### src/rtl/mul_handshake_responder.sv
// rtl/mul_handshake_responder.sv - shift-add multiplier behind a four-phase start/done handshake
module mul_handshake_responder #(
    parameter int WIDTH  = 8,
    parameter bit SIGNED = 1'b0
) (
    input  logic               clock,
    input  logic               reset,
    input  logic               start,
    input  logic [WIDTH-1:0]   a,
    input  logic [WIDTH-1:0]   b,
    output logic               done,
    output logic               busy,
    output logic [2*WIDTH-1:0] product,
    output logic               zf,
    output logic               nf
);
    localparam int PW = 2 * WIDTH;
    localparam int CW = (WIDTH > 1) ? $clog2(WIDTH) : 1;

    typedef enum logic [1:0] {
        S_IDLE = 2'd0,
        S_CALC = 2'd1,
        S_DONE = 2'd2
    } state_t;

    state_t          state_q, state_d;
    logic [PW-1:0]   mcand_q, mcand_d;
    logic [WIDTH-1:0] mplier_q, mplier_d;
    logic [PW-1:0]   acc_q, acc_d;
    logic [CW-1:0]   cnt_q, cnt_d;
    logic            neg_q, neg_d;
    logic [PW-1:0]   product_q, product_d;
    logic            zf_q, zf_d;
    logic            nf_q, nf_d;

    logic [WIDTH-1:0] a_mag, b_mag;
    logic [PW-1:0]    addend, acc_sum, final_p;

    always_comb begin
        // Signed mode multiplies magnitudes; -2^(WIDTH-1) maps onto itself as an unsigned value.
        a_mag = a;
        b_mag = b;
        if (SIGNED && a[WIDTH-1]) a_mag = ~a + WIDTH'(1);
        if (SIGNED && b[WIDTH-1]) b_mag = ~b + WIDTH'(1);

        addend  = mplier_q[0] ? mcand_q : '0;
        acc_sum = acc_q + addend;
        final_p = neg_q ? (~acc_sum + PW'(1)) : acc_sum;

        state_d   = state_q;
        mcand_d   = mcand_q;
        mplier_d  = mplier_q;
        acc_d     = acc_q;
        cnt_d     = cnt_q;
        neg_d     = neg_q;
        product_d = product_q;
        zf_d      = zf_q;
        nf_d      = nf_q;

        case (state_q)
            S_IDLE: begin
                if (start) begin
                    mcand_d  = {{WIDTH{1'b0}}, a_mag};
                    mplier_d = b_mag;
                    acc_d    = '0;
                    cnt_d    = CW'(WIDTH - 1);
                    neg_d    = SIGNED ? (a[WIDTH-1] ^ b[WIDTH-1]) : 1'b0;
                    state_d  = S_CALC;
                end
            end
            S_CALC: begin
                acc_d    = acc_sum;
                mcand_d  = mcand_q << 1;
                mplier_d = mplier_q >> 1;
                cnt_d    = cnt_q - CW'(1);
                if (cnt_q == '0) begin
                    product_d = final_p;
                    zf_d      = (final_p == '0);
                    nf_d      = final_p[PW-1];
                    state_d   = S_DONE;
                end
            end
            S_DONE: begin
                if (!start) state_d = S_IDLE;
            end
            default: state_d = S_IDLE;
        endcase
    end

    always_ff @(posedge clock) begin
        if (reset) begin
            state_q   <= S_IDLE;
            mcand_q   <= '0;
            mplier_q  <= '0;
            acc_q     <= '0;
            cnt_q     <= '0;
            neg_q     <= 1'b0;
            product_q <= '0;
            zf_q      <= 1'b0;
            nf_q      <= 1'b0;
        end else begin
            state_q   <= state_d;
            mcand_q   <= mcand_d;
            mplier_q  <= mplier_d;
            acc_q     <= acc_d;
            cnt_q     <= cnt_d;
            neg_q     <= neg_d;
            product_q <= product_d;
            zf_q      <= zf_d;
            nf_q      <= nf_d;
        end
    end

    assign done    = (state_q == S_DONE);
    assign busy    = (state_q == S_CALC);
    assign product = product_q;
    assign zf      = zf_q;
    assign nf      = nf_q;
endmodule

### config.mk
export PLATFORM = sky130hd
export DESIGN_NAME = mul_handshake_responder
export DESIGN_NICKNAME = d
export VERILOG_FILES = /design/src/rtl/mul_handshake_responder.sv
export SDC_FILE = /design/constraint.sdc
export NUM_CORES = 1
export LEC_CHECK = 0
export CORE_ASPECT_RATIO = 0.8
export CORE_MARGIN = 2
export CORE_UTILIZATION = 40
export DETAILED_ROUTE_END_ITERATION = 10
export GPL_TIMING_DRIVEN = 0
export HOLD_SLACK_MARGIN = 0.02
export SYNTH_ARGS = -nofsm -noshare
export SYNTH_HDL_FRONTEND = slang
export SYNTH_SLANG_ARGS = --single-unit
### constraint.sdc
create_clock -name clock -period 6.6 [get_ports clock]
set_input_delay 1.32 -clock clock [delete_from_list [all_inputs] [get_ports clock]]
set_output_delay 1.32 -clock clock [all_outputs]
set_load 0.05 [all_outputs]
## Word-level counts from Yosys, hierarchy flattened

Cells that the tools add are included.

- Bits in registers: 63
- Latch bits: 0
- RAM bits: 0
- Memory bits (read-only): 0
- Input bits: 19
- Output and inout port bits: 20
- Memories kept: 0

- $add $sub $neg: 2
- $mul: 0
- Divide/modulo/power cells: 0
- Magnitude comparators: 0
- Equal/unequal tests: 5
- Shift-type cells: 0
- Multiplexer cells: 13
- Bitwise logic cells: 0
- Reduce and logical (&&, ||, !) cells: 7

Operators by type and width:

| kind | number |
|---|---|
| $pmux W16 S2 | 2 |
| $mux W16 | 3 |
| $add A16 B16 Y16 | 1 |
| $logic_not A16 Y1 | 1 |
| $pmux W8 S2 | 1 |
| $mux W8 | 1 |
| $mux W2 | 3 |
| $pmux W2 S3 | 1 |
| $pmux W3 S2 | 1 |
| $ne A2 B2 Y1 const B | 2 |
| $reduce_and A2 Y1 | 2 |
| $logic_not A3 Y1 | 1 |
| $mux W3 | 1 |
| $reduce_and A3 Y1 | 1 |
| $sub A3 B1 Y3 const B | 1 |
| $eq A2 B1 Y1 const B | 1 |
| $eq A2 B2 Y1 const B | 1 |
| $logic_not A2 Y1 | 1 |
| $ne A2 B1 Y1 const B | 1 |
| $reduce_bool A2 Y1 | 1 |

## Longest topological paths before layout

- Depth in word-level cells: 3
- Mapped depth: 11

## Worst setup path after synthesis

OpenSTA, ideal clock, no wires.

- Kind: reg-to-output
- Start point: register state_q[1]
- End point: output busy
- Arrival time: 1585 ps
- Setup slack: 3695 ps
- Stages on the path, launching flop included: 6
- Cells stage by stage: dfxtp_1 -> clkbuf_1 -> nand2b_4 -> inv_2 -> clkbuf_1 -> buf_1

- Cells in the longest elaborated chain, start to end: 1

RTL lines:

| item | line | text |
|---|---|---|
| from (decl) | 26 | `state_t state_q, state_d;` |
| from (signal assigned) | 102 | `state_q <= state_d;` |
| $eq A2 B1 Y1 | 115 | `assign busy = (state_q == S_CALC);` |
| to (decl) | 12 | `output logic busy,` |

No other way between the ends.

## Worst setup path in the final report

Same ends and word-level chain as after synthesis.

==> reports/metrics.yaml <==
die:
  initial_core_util_pct: 41.8
  core_sq_um: 8020
  rows: 29
  die_y_um: 85.8
  io_pins: 39
  dieArea_sq_um: 9120
  fp.dieW_um: 106
timing:
  fmax_mhz: 231
  min_period_over_period_pct: 65.7
  fin_setup_tns_ns: 0
  finalSetupViolations: 0
  hold_viol_final: 0
  fin_skew_ns: 0.0139
  report.final.slew_viol_count: 0
  maxSlewHeadroom_pct: 57.9
  holdWs_ns: 0.455
  rsz0062_at_grt: "false"
  tightest_slew_ns: 0.630
  period_minus_slack_ns: 4.34
place:
  dpl.cell_count: 561
  dpl_cell_area_sq_um: 3850
  port_buffers: 37
  hpwlAfterDp_mm: 6.99
  routabilityCongestion: 0.919
logic_synthesis:
  synth_top_area_cell: "dfxtp_1"
  synth-edff-count: 0
  ys.flop_type: "dfxtp_1"
  synth.cells.most_frequent: "dfxtp_1, nor2_1, nand2_1"
  ys_seq_area_share_pct: 37.1
  synth_fp_nets: 453
  synth_area_sq_um: 3350
  yosys_warnings: 0
  synth_seq_cells: 62
  synth.distinct_cells: 55
  syn_area_per_cell_sq_um: 8.05
  ys_async_sr_fraction_pct: 0
  synth_cells: 416
  yosysTopAreaCellShare_pct: 37.1
  yosys-top-cells-area: "dfxtp_1, nor2_1, ha_1"
route:
  drc: 0
  drt-initial-drc-count: 194
  antenna_left: 0
  routed_wl_mm: 9.03
  dr.pass1.iters: 5
  vias: 3132
  wire_per_inst_um: 15.7
  vias_per_cell: 5.44
finish:
  antenna_cells: 0
  area_growth_syn_to_layout_pct: 21.7
  drive_gt1_share_pct: 5.98
  stdcell_count: 576
  fin_nets: 501
  stdcell_area_sq_um: 4080
  post-route-util_pct: 50.8
power_and_ir_drop:
  p_leak_nw: 1.56
  clockPowerShare_pct: 40.2
  intPower_w: 0.000680
  seq_power_share_pct: 43.3
  p_switching_w: 0.000261
  vdd_drop_max_mv: 0.128
  p_sw_share_pct: 27.8
  p_comb_share_pct: 16.5
  power.density_nw_per_um2: 231
critical_path:
  crit_fanout: 10
  worstPathRequired_ns: 5.28
  crit_start: "state_q[1]"
  endpoint_kind: "output pin"
  cp.arrival_ns: 3.02
  criticalPathCategory: "flip-flop to output pin"
  crit_path_start_kind: "flip-flop"
  r2r_slack_ns: 3.04
  reg2reg_from: "mplier_q[0]"
clocking:
  cts_tree: "yes"
  cts.clk_slew.worst_paths_ns: 0.07
  cts_hold_buf: 0
  clkSinkCount: 62
  cts_made_buffers: 9
  clk_root_buffer_cell: "clkbuf_8"
  htree_levels: 3
  post-cts-setup-buffer-count: 0
  clk_latency_ns: 0.35
  clock_tree.buffer_depth: 2
  cts_resized: 0
grt:
  grt_max_degree: 11
  grt_pass1_wl_mm: 14.5
  grt_pass1_vias: 2848
  antenna_found_initial: 0
  globalRoute.totalOverflow: 0
  groute.usage.overall_pct: 20.8
worst_hold_path:
  worst_hold_startpoint: "product[9]"
  hp-class: "flip-flop to flip-flop"
job:
  drv_cap: 0
status:
  status: "completed"
-- final timing paths --
| kind | to | depth (start not counted) |
|---|---|---|
| worst max-delay path | busy | 6 |
| worst max register to register | zf | 11 |
| worst min-delay path | product[9] | 2 |
| worst min register to register | product[9] | 2 |
-- power groups by stage --
stage,logic (W),registers [W],clock network (W)
floorplan,0.0000953,0.000422,0
global placement,0.000153,0.000415,0
detailed placement,0.000154,0.000416,0
CTS,0.000155,0.000408,0.000384
global route,0.000172,0.000410,0.000401
finish,0.000155,0.000408,0.000378
-- logic make-up after synthesis --
group,synth area share [%]
xor+xnor,1.57
fa+ha+maj,6.95
flops,37.1
buf+inv,4.19
mux,0.934
compound gates,24.6
simple gates,24.7
-- final cells by class --
type	count	area (sq um)
timing repair buffer	37	370
inverter	8	30.0
sequential	62	1240
clock buffer	12	155
multi-input combinational	318	1970
fill	816	3940
tap	108	135
buffer	28	110
clock inverter	3	67.6
-- worst max-delay path: stages, from the launching register on --
cell             delay (ns)
dfxtp_1                0.30
clkbuf_1               0.23
nand2b_4               0.24
inv_2                  0.07
clkbuf_1               0.37
buf_1                  0.53
clkdlybuf4s50_1        0.92
-- state kept, by name, summed over array words and instances (netlist names) --
name      cells
acc_q        16
mcand_q      16
product      16
mplier_q      8
cnt_q         3
state_q       2
zf            1
-- layer usage --
metal,vias up,track usage (%),wire length [um]
met1,1474,31.9,4870
li1,1571,-,-
met3,9,4.10,421
met5,-,0,0
met4,0,6.82,106
met2,78,28.7,3640
-- per-stage QoR --
stage	power, W	worst slack (ns)
2_1_floorplan	0.000517	3.69
3_3_place_gp	0.000568	2.62
3_5_place_dp	0.000570	2.66
4_1_cts	0.000946	2.26
5_1_grt	0.000983	2.09
6_report	0.000941	2.26
-- cells in the final DEF (no fill, tap or decap), drive strengths merged, types with 5 or more instances in the layout --
cell and n:
nor2 62, clkdlybuf4s50 37, a311oi 14, nor2b 6, clkbuf 34, nand2 56
a21oi 32, buf 6, and2 19, o21ai 7, ha 17, a211oi 7
dfxtp 62, nor3 8, o21a 6, and3 5, nand3 7, a22oi 21
inv 8, a211o 5, a21o 6
No activity file was read; power rests on OpenSTA's default activity.
